<file path="src/rtl/opto_period_meter_pkg.sv">
// opto_period_meter_pkg
// Shared definitions for the opto period meter: FSM state encoding, default
// parameter values and a small saturating-increment helper for the good-count.
package opto_period_meter_pkg;

    typedef enum logic [2:0] {
        StIdle   = 3'd0,
        StArmed  = 3'd1,
        StTrack  = 3'd2,
        StLocked = 3'd3,
        StStall  = 3'd4
    } meter_state_e;

    localparam int unsigned DEFAULT_CNT_W        = 32;
    localparam int unsigned DEFAULT_STALL_CYCLES = 50_000_000;
    localparam int unsigned DEFAULT_TOL_SHIFT    = 5;
    localparam int unsigned DEFAULT_LOCK_CNT     = 8;

    // Good-count width; LOCK_CNT must not exceed 2**GOOD_W - 1.
    localparam int unsigned GOOD_W = 4;

    function automatic logic [GOOD_W-1:0] good_inc(input logic [GOOD_W-1:0] g);
        return (g == '1) ? g : g + GOOD_W'(1);
    endfunction

endpackage

</file>
<file path="src/rtl/opto_period_meter_if.sv">
// opto_period_meter_if
// Measurement bus produced by the period meter and consumed by rotate control
// and the angle/encoder logic.
//   index_pulse  : one-cycle pulse per detected rising edge of the opto signal
//   period       : last measured period in clocks, held between updates
//   period_valid : one-cycle strobe, period updated this cycle
//   locked       : speed within tolerance for LOCK_CNT consecutive periods
//   stall        : no rising edge for STALL_CYCLES clocks
// Modports: master (meter drives), slave (consumers read).
interface opto_period_meter_if #(
    parameter int unsigned CNT_W = 32
) ();

    logic             index_pulse;
    logic [CNT_W-1:0] period;
    logic             period_valid;
    logic             locked;
    logic             stall;

    modport master (
        output index_pulse,
        output period,
        output period_valid,
        output locked,
        output stall
    );

    modport slave (
        input index_pulse,
        input period,
        input period_valid,
        input locked,
        input stall
    );

endinterface

</file>
<file path="src/rtl/opto_period_meter_tol_check.sv">
// opto_period_meter_tol_check
// Combinational speed tolerance test: |period - target| <= (target >> TOL_SHIFT).
// A zero target is never in tolerance. Also used by the encoder sanity check.
//   i_period  : measured period in clocks
//   i_target  : expected period in clocks
//   o_in_tol  : 1 when the period is within tolerance of the target
module opto_period_meter_tol_check #(
    parameter int unsigned CNT_W     = 32,
    parameter int unsigned TOL_SHIFT = 5
) (
    input  logic [CNT_W-1:0] i_period,
    input  logic [CNT_W-1:0] i_target,
    output logic             o_in_tol
);

    logic [CNT_W:0] diff;
    logic [CNT_W:0] tol;

    always_comb begin
        // One extra bit keeps the magnitude exact for any operand pair.
        if (i_period >= i_target) begin
            diff = {1'b0, i_period} - {1'b0, i_target};
        end else begin
            diff = {1'b0, i_target} - {1'b0, i_period};
        end
        tol      = {1'b0, i_target >> TOL_SHIFT};
        o_in_tol = (i_target != '0) && (diff <= tol);
    end

endmodule

</file>
<file path="src/rtl/opto_period_meter.sv">
// opto_period_meter
// Measures the scanning motor rotation period from the debounced opto switch.
// Emits an index pulse per rising edge, the period between consecutive rises,
// a speed-locked flag against a programmed target and a stall flag.
//   i_clk           : system clock
//   i_rst_n         : asynchronous active-low reset
//   i_opto_switch   : debounced opto signal, synchronous to i_clk
//   i_target_period : expected period in clocks, quasi-static
//   meas            : measurement bus (master side), see opto_period_meter_if
module opto_period_meter
    import opto_period_meter_pkg::*;
#(
    parameter int unsigned CNT_W        = DEFAULT_CNT_W,
    parameter int unsigned STALL_CYCLES = DEFAULT_STALL_CYCLES,
    parameter int unsigned TOL_SHIFT    = DEFAULT_TOL_SHIFT,
    parameter int unsigned LOCK_CNT     = DEFAULT_LOCK_CNT
) (
    input  logic                        i_clk,
    input  logic                        i_rst_n,
    input  logic                        i_opto_switch,
    input  logic [CNT_W-1:0]            i_target_period,
    opto_period_meter_if.master         meas
);

    localparam logic [CNT_W-1:0]  STALL_C = CNT_W'(STALL_CYCLES);
    localparam logic [GOOD_W-1:0] LOCK_C  = GOOD_W'(LOCK_CNT);

    logic              r_prev;
    logic [CNT_W-1:0]  r_cnt;
    meter_state_e      r_state;
    logic [GOOD_W-1:0] r_good;

    logic              rise;
    logic              cnt_at_stall;
    logic              in_tol;
    logic [GOOD_W-1:0] good_next;
    logic              lock_reached;

    // r_prev resets high so a signal held high through reset is not an edge.
    assign rise         = i_opto_switch & ~r_prev;
    assign cnt_at_stall = (r_cnt == STALL_C);
    assign good_next    = in_tol ? good_inc(r_good) : '0;
    assign lock_reached = (good_next >= LOCK_C);

    // r_cnt is the tolerance-check operand: at a rise it equals the period.
    opto_period_meter_tol_check #(
        .CNT_W     (CNT_W),
        .TOL_SHIFT (TOL_SHIFT)
    ) u_tol_check (
        .i_period (r_cnt),
        .i_target (i_target_period),
        .o_in_tol (in_tol)
    );

    // Period counter: loads 1 on a rise so that its value at the next rise is
    // the cycle distance; saturates at STALL_CYCLES.
    always_ff @(posedge i_clk or negedge i_rst_n) begin
        if (!i_rst_n) begin
            r_prev <= 1'b1;
            r_cnt  <= '0;
        end else begin
            r_prev <= i_opto_switch;
            if (rise) begin
                r_cnt <= CNT_W'(1);
            end else if (r_cnt < STALL_C) begin
                r_cnt <= r_cnt + CNT_W'(1);
            end
        end
    end

    // Measurement FSM with registered outputs.
    always_ff @(posedge i_clk or negedge i_rst_n) begin
        if (!i_rst_n) begin
            r_state           <= StIdle;
            r_good            <= '0;
            meas.index_pulse  <= 1'b0;
            meas.period       <= '0;
            meas.period_valid <= 1'b0;
            meas.locked       <= 1'b0;
            meas.stall        <= 1'b0;
        end else begin
            meas.index_pulse  <= rise;
            meas.period_valid <= 1'b0;
            unique case (r_state)
                StIdle: begin
                    r_good <= '0;
                    if (rise) begin
                        r_state <= StArmed;
                    end
                end
                StArmed, StTrack, StLocked: begin
                    // A rise wins over a coincident stall threshold.
                    if (rise) begin
                        meas.period       <= r_cnt;
                        meas.period_valid <= 1'b1;
                        r_good            <= good_next;
                        if (((r_state == StTrack) && lock_reached) ||
                            ((r_state == StLocked) && in_tol)) begin
                            r_state     <= StLocked;
                            meas.locked <= 1'b1;
                        end else begin
                            r_state     <= StTrack;
                            meas.locked <= 1'b0;
                        end
                    end else if (cnt_at_stall) begin
                        r_state     <= StStall;
                        r_good      <= '0;
                        meas.locked <= 1'b0;
                        meas.stall  <= 1'b1;
                    end
                end
                StStall: begin
                    // The period spanning the stall is meaningless; re-arm.
                    if (rise) begin
                        r_state    <= StArmed;
                        meas.stall <= 1'b0;
                    end
                end
                default: begin
                    r_state     <= StIdle;
                    r_good      <= '0;
                    meas.locked <= 1'b0;
                    meas.stall  <= 1'b0;
                end
            endcase
        end
    end

endmodule

</file>
<file path="src/flat_wrapper.sv">
// flat-port wrapper written by rule: the top's interface ports become plain ports
module opto_period_meter_flat import opto_period_meter_pkg::*;
#(
    parameter int unsigned CNT_W        = DEFAULT_CNT_W,
    parameter int unsigned STALL_CYCLES = DEFAULT_STALL_CYCLES,
    parameter int unsigned TOL_SHIFT    = DEFAULT_TOL_SHIFT,
    parameter int unsigned LOCK_CNT     = DEFAULT_LOCK_CNT
)
  (i_clk, i_rst_n, i_opto_switch, i_target_period, meas_index_pulse, meas_period, meas_period_valid, meas_locked, meas_stall);
  opto_period_meter_if #(.CNT_W(CNT_W)) meas_i ();
  input  logic i_clk;
  input  logic i_rst_n;
  input  logic i_opto_switch;
  input  logic [CNT_W-1:0] i_target_period;
  output wire logic [$bits(meas_i.index_pulse)-1:0] meas_index_pulse;
  output wire logic [$bits(meas_i.period)-1:0] meas_period;
  output wire logic [$bits(meas_i.period_valid)-1:0] meas_period_valid;
  output wire logic [$bits(meas_i.locked)-1:0] meas_locked;
  output wire logic [$bits(meas_i.stall)-1:0] meas_stall;
  assign meas_index_pulse = meas_i.index_pulse;
  assign meas_period = meas_i.period;
  assign meas_period_valid = meas_i.period_valid;
  assign meas_locked = meas_i.locked;
  assign meas_stall = meas_i.stall;
  opto_period_meter #(.CNT_W(CNT_W), .STALL_CYCLES(STALL_CYCLES), .TOL_SHIFT(TOL_SHIFT), .LOCK_CNT(LOCK_CNT)) u_core (.i_clk(i_clk), .i_rst_n(i_rst_n), .i_opto_switch(i_opto_switch), .i_target_period(i_target_period), .meas(meas_i));
endmodule
</file>
<file path="config.mk">
export PLATFORM = sky130hd
export DESIGN_NAME = opto_period_meter_flat
export DESIGN_NICKNAME = d
export VERILOG_FILES = /design/src/rtl/opto_period_meter_pkg.sv /design/src/rtl/opto_period_meter_if.sv /design/src/rtl/opto_period_meter_tol_check.sv /design/src/rtl/opto_period_meter.sv /design/src/flat_wrapper.sv
export SDC_FILE = /design/constraint.sdc
export NUM_CORES = 1
export LEC_CHECK = 0
export ABC_AREA = 1
export CORE_ASPECT_RATIO = 2
export CORE_UTILIZATION = 44
export DETAILED_ROUTE_END_ITERATION = 12
export PLACE_DENSITY_LB_ADDON = 0.05
export SKIP_LAST_GASP = 1
export SLEW_MARGIN = 5
export SYNTH_ARGS = -nofsm -noshare
export SYNTH_HDL_FRONTEND = slang
export SYNTH_SLANG_ARGS = --single-unit
</file>
<file path="constraint.sdc">
create_clock -name i_clk -period 3.2 [get_ports i_clk]
set_input_delay 0.64 -clock i_clk [delete_from_list [all_inputs] [get_ports i_clk]]
set_output_delay 0.64 -clock i_clk [all_outputs]
set_load 0.02 [all_outputs]
</file>
* Word-level counts from Yosys, hierarchy flattened
Index checks and enable logic that the tools add are counted.
Word-level totals: bits in registers 76, logic and storage cells 70
Cells by class: add/sub/neg operators 4, order comparisons 4, equal/unequal tests 11, multiplexer cells 23, bitwise logic cells 5, reductions and logical operators 14
Operators by type and width (count):
- $sub 32x32->33 | 2
- $mux 32 | 2
- $le 33x27->1 | 1
- $mux 33 | 1
- $add 32x1->32 const B | 1
- $eq 32x26->1 const B | 1
- $ge 32x32->1 | 1
- $lt 32x26->1 const B | 1
- $reduce_bool 32->1 | 1
- $mux 4 | 4
- $mux 1 | 9
- $mux 3 | 3
- $pmux 4 s2 | 1
- $reduce_and 2->1 | 4
- $eq 3x2->1 const B | 2
- $ne 2x1->1 const B | 3
- $pmux 3 s2 | 1
- $add 4x1->4 const B | 1
- $eq 4x4->1 const B | 1
- $ge 4x4->1 const B | 1
- $not 1->1 | 4
- $reduce_and 4->1 | 1
- $eq 3x1->1 const B | 1
- $eq 3x3->1 const B | 1
- 11 further kinds | 13

* Depth between registers and ports, before layout
depth after elaboration 11, gate-level depth with buffers 37, depth with buffers taken out 34

* Hierarchy
From an unflattened synthesis, not the netlist that was laid out.
Second synthesis, totals: cells, all modules 1650, area, all modules 9520.4 µm²
By module, submodules not included:
- opto_period_meter_tol_check | instances 1, cells an instance 1122, area each 5585.4 µm², seq. area each 0.0 µm²
- opto_period_meter | instances 1, cells an instance 528, area each 3935.0 µm², seq. area each 1903.1 µm²

* Worst setup path after synthesis
Ideal clock, no wire load.
path kind input to register, from input port i_target_period[19], to register u_core.meas.locked, library setup time 0.077 ns, arrival 3.724 ns, data required time 3.123 ns, slack -0.602 ns, cell stages on the path 33, path buffers 3, cells stage by stage inv_1 ha_1 buf_4 nand2_2 inv_1 nand2_1 nand2_1 nand2_1 nand2_1 nand2_1 inv_2 nor2_4 nand2_4 buf_12 buf_6 o21ai_0 xor2_1 inv_1 ha_1 a21o_1 nor2_1 nand2_1 nand2_1 nand2_1 nand2_1 nand2_1 nand2_1 nand2_1 nand2_1 nand3_1 nor2_2 nand3_1 a21oi_1
Between the ends: word-level cells in the longest chain between the ends 11
RTL lines:
- start, declared | line flat_wrapper.sv:14 | input logic [CNT_W-1:0] i_target_period;
- $sub 32x32->33, or another cell as far along | line opto_period_meter_tol_check.sv:24 | diff = {1'b0, i_target} - {1'b0, i_period};
- $mux 33 | line opto_period_meter_tol_check.sv:21 | if (i_period >= i_target) begin
- $le 33x27->1 | line opto_period_meter_tol_check.sv:27 | o_in_tol = (i_target != '0) && (diff <= tol);
- $logic_and 1x1->1 (*) | line opto_period_meter_tol_check.sv:27
- $mux 4 | line opto_period_meter.sv:42 | assign good_next = in_tol ? good_inc(r_good) : '0;
- $ge 4x4->1 | line opto_period_meter.sv:43 | assign lock_reached = (good_next >= LOCK_C);
- $logic_and 1x1->1 | line opto_period_meter.sv:97 | if (((r_state == StTrack) && lock_reached) ||
- $logic_or 1x1->1 (*) | line opto_period_meter.sv:97
- $mux 1 (*) | line opto_period_meter.sv:97
- $mux 1 (*) | line opto_period_meter.sv:93 | if (rise) begin
- $pmux 1 s2 (*) | line opto_period_meter.sv:84 | unique case (r_state)
- end signal, assigned | line opto_period_meter.sv:100 | meas.locked <= 1'b1;
- end signal, assigned | line opto_period_meter.sv:103 | meas.locked <= 1'b0;
- end signal, assigned | line opto_period_meter.sv:108 | meas.locked <= 1'b0;
- end, declared | line opto_period_meter_if.sv:24 | output locked,
Every way passes the cells marked *; elsewhere a longest branch is shown, timed or not. A chain may end at the register's enable or synchronous reset.

* Worst setup path in the final report
from input port i_target_period[13], to register u_core.r_state[0]
Between the ends: word-level cells in the longest chain between the ends 11
RTL lines:
- $sub 32x32->33, or another cell as far along | line opto_period_meter_tol_check.sv:24
- $mux 33 | line opto_period_meter_tol_check.sv:21
- $le 33x27->1 | line opto_period_meter_tol_check.sv:27
- $logic_and 1x1->1 (*) | line opto_period_meter_tol_check.sv:27
- $mux 4 | line opto_period_meter.sv:42
- $ge 4x4->1 | line opto_period_meter.sv:43
- $logic_and 1x1->1 | line opto_period_meter.sv:97
- $logic_or 1x1->1 (*) | line opto_period_meter.sv:97
- $mux 1 (*) | line opto_period_meter.sv:97
- $mux 3 (*) | line opto_period_meter.sv:93
- $pmux 3 s2 (*) | line opto_period_meter.sv:84
- end signal, assigned | line opto_period_meter.sv:88 | r_state <= StArmed;
- end signal, assigned | line opto_period_meter.sv:99 | r_state <= StLocked;
- end signal, assigned | line opto_period_meter.sv:102 | r_state <= StTrack;
- end, declared | line opto_period_meter.sv:30 | meter_state_e r_state;
Marked as above.

==> flow_summary.json <==
{
  "finalSetupViolations": 6,
  "cts_tree": "built",
  "cp_top_family": "simple AND/OR/NAND/NOR gates",
  "crit_path_max_incr_delay_ns": 0.28,
  "synth_xor_area_share_pct": 3.39,
  "syn2layout_area_growth_pct": 67.3,
  "synth_compound_area_share_pct": 11.2,
  "crit_arrival_ns": 4.33,
  "holdBufCountCts": 0,
  "fin_skew_ns": 0.0125,
  "first_global_vias": 12000,
  "drv_slew": 0,
  "relSlewSlack_pct": 43.9,
  "power_density_nw_per_um2": 332,
  "synth_mux_area_share_pct": 0.111,
  "leakage_uw": 0.00790,
  "synth_area_um2": 9050,
  "yosys.area_share.simple_pct": 37.7,
  "period_needed_ns": 4.05,
  "final_cells": 2263,
  "violations": "negative setup slack",
  "cts_sinks": 76,
  "slowest_stage": "ha_1",
  "via_count": 11800,
  "fin_nets": 2126,
  "synth_top_family_by_area": "simple AND/OR/NAND/NOR gates",
  "synthCells": 1488,
  "grt_antenna_before_repair": 0,
  "row_count": 73,
  "core_area_um2": 20000,
  "worst-slew-pin-transition_ns": 0.841,
  "status": "finished, violations left",
  "htreeDepth": 3,
  "placed_cells": 2163,
  "die-area_um2": 21200,
  "startpoint_type": "input port",
  "yosysTopAreaCell": "nand2_1",
  "cp_max_fo": 3,
  "synth_nets": 1619,
  "postRouteWirelength_um": 41600,
  "hp-class": "input port to asynchronous set/reset pin",
  "ys_warn_count": 0,
  "holdWs_ns": 0.194,
  "fin_crit_sh_pct": 127,
  "clockRootBuffer": "clkbuf_16",
  "die_h_um": 205,
  "clkTransAtPathRegs_ns": 0.07,
  "io_buffers": 70,
  "setup_slack_ns": -0.851,
  "boundaryPins": 71,
  "grt_pass1_wl_um": 62200,
  "dr.pass1.iters": 5,
  "hpwlAfterDp_um": 32400,
  "synth_seq_cells": 76,
  "clk_latency_ns": 0.35,
  "synth_edf_count": 0,
  "grt_max_degree": 39,
  "synth_flop_cell": "dfrtp_1",
  "required_ns": 3.48,
  "drc": 0,
  "avgSynthCellArea_um2": 6.08,
  "wl_per_cell_um": 18.4,
  "synth-seq-area-share_pct": 21.0,
  "yosysTopAreaCellShare_pct": 21.8,
  "critical_path_class": "input port to register",
  "hold_viol_final": 0,
  "numCtsBuffers": 9,
  "clock_path_buffers": 2,
  "ys_top_cells_by_area": "nand2_1, dfrtp_1, ha_1, inv_1, a21oi_1",
  "postRouteAntennaNets": 0,
  "cap_violations": 0,
  "fin_tns_setup_ns": -4.81,
  "fmax_mhz": 247,
  "yosysUniqueCellTypes": 51,
  "crit_buf_inv": 7,
  "die_w_um": 103,
  "avgViaCountPerCell": 5.20,
  "grt_setup_unrepaired": "yes",
  "track_usage_pct": 40.4,
  "peakVddDrop_mv": 0.495,
  "drive_above_1_share_pct": 41.1,
  "grt.overflow.total": 0,
  "routabilityCongestion": 1.01,
  "start_util_pct": 45.2,
  "crit_path_frequent_cell": "nand2_1",
  "cp-end-kind": "register",
  "totalPowerFinal_uw": 5030,
  "drtIter0Drc": 628,
  "synthAdderAreaFrac_pct": 13.4,
  "synthArstFlopShare_pct": 100
}
[registers in the layout, summed over array words and instances (netlist names)]
register                  flops
u_core.meas.locked            1
u_core.meas.period           32
u_core.meas.index_pulse       1
u_core.meas.period_valid      1
u_core.meas.stall             1
u_core.r_good                 4
u_core.r_state                3
u_core.r_prev                 1
u_core.r_cnt                 32
[cell families after synthesis]
kind of cell               Yosys count
and+or+nand+nor                    798
buffers and inverters              301
AOI/OAI and AO/OA                  181
adders and majority gates           96
DFF                                 76
xor gates and xnor gates            35
muxes                                1
[cells in the mapped netlist, types with 2 or more instances]
| master | count |
|---|---|
| nor2_4 | 7 |
| o211ai_1 | 5 |
| clkinv_1 | 3 |
| o21ai_0 | 62 |
| fa_1 | 2 |
| nand3b_1 | 3 |
| xnor2_1 | 15 |
| nand4_1 | 27 |
| nor3_2 | 2 |
| nor4_1 | 9 |
| buf_6 | 4 |
| a21oi_1 | 76 |
| nor2_1 | 88 |
| or2_1 | 2 |
| inv_1 | 271 |
| o21ai_2 | 8 |
| ha_1 | 94 |
| o21ai_1 | 14 |
| nand3_2 | 2 |
| nor3_1 | 17 |
| clkbuf_1 | 10 |
| nand3_1 | 74 |
| nand2_4 | 2 |
| xor2_1 | 20 |
| nand2_1 | 526 |
| nand2_2 | 14 |
| nor2_2 | 20 |
| buf_2 | 5 |
| o21bai_1 | 4 |
| nor3b_1 | 2 |
| dfrtp_1 | 75 |
| a31oi_1 | 2 |
| buf_4 | 2 |
| inv_2 | 4 |
[final timing paths]
check / startpoint / end / slack (ns) / cells past startpoint
worst max-delay path: i_target_period[13] / u_core.r_state[0] / -0.85 / 32
worst min-delay path: i_rst_n / u_core.r_good[1] / 0.19 / 1
worst max register to register: u_core.r_cnt[11] / u_core.r_state[0] / -0.81 / 31
worst min register to register: u_core.meas.period[2] / u_core.meas.period[2] / 0.48 / 2
max in group asynchronous: i_rst_n / u_core.r_cnt[1] / 2.33 / 2
min in group i_clk: u_core.meas.period[2] / u_core.meas.period[2] / 0.48 / 2
[power breakdown]
part	switching (µW)	leakage, µW	total [µW]	internal [µW]
Clock	448	0.000145	1060	616
Sequential	83.9	0.00104	1130	1050
Combinational	1570	0.00672	2840	1270
[layer usage]
layer | track usage (%) | vias to the layer above | routed length (µm) | part of all wire, %
met5 | 0 | - | 0 | 0
met4 | 34.4 | 0 | 3820 | 9.2
met3 | 8.36 | 208 | 2210 | 5.3
met2 | 69.0 | 433 | 21100 | 51
met1 | 40.4 | 5467 | 14500 | 35
li1 | - | 5659 | - | -
[area by class of cell]
type                            instances  area [µm²]
Clock inverter                          7        82.6
Tap cell                              262         328
Sequential cell                        76        1910
Antenna cell                            1        2.50
Fill cell                            1573        4860
Multi-Input combinational cell       1112        7490
Clock buffer                            9         225
Timing Repair Buffer                  518        4030
Inverter                              278        1080
[through the flow]
stage / utilization [%] / setup WS, ns / area (µm²)
finish: 75.7 / -0.851 / 15100
global route: 75.7 / -1.10 / 15100
CTS: 73.2 / -0.687 / 14600
detailed placement: 66.5 / -1.90 / 13300
global placement: 66.5 / -1.83 / 13300
floorplan: - / -0.380 / 9680
[timing repair]
action / in CTS / in global routing
buffers inserted: 67 / 17
resized for setup: 284 / 109
gates cloned: 1 / 0
setup endpoints to repair: 6 / 6
pin swaps: 107 / 81
[layout by cell type, fill, tap and decap left out, types with 11 or more instances in the layout]
cell and n:
a21oi_1 66, buf_2 24, buf_4 434, buf_6 15
clkdlybuf4s50_1 37, dfrtp_1 73, ha_1 49, ha_4 45
inv_1 222, inv_2 47, nand2_1 432, nand2_2 74
nand2_4 34, nand3_1 61, nand3_2 11, nand4_1 27
nor2_1 74, nor2_2 14, nor2_4 27, nor3_1 16
o21ai_0 53, o21ai_2 17, xor2_1 16
(Power assumes the default switching activity.)
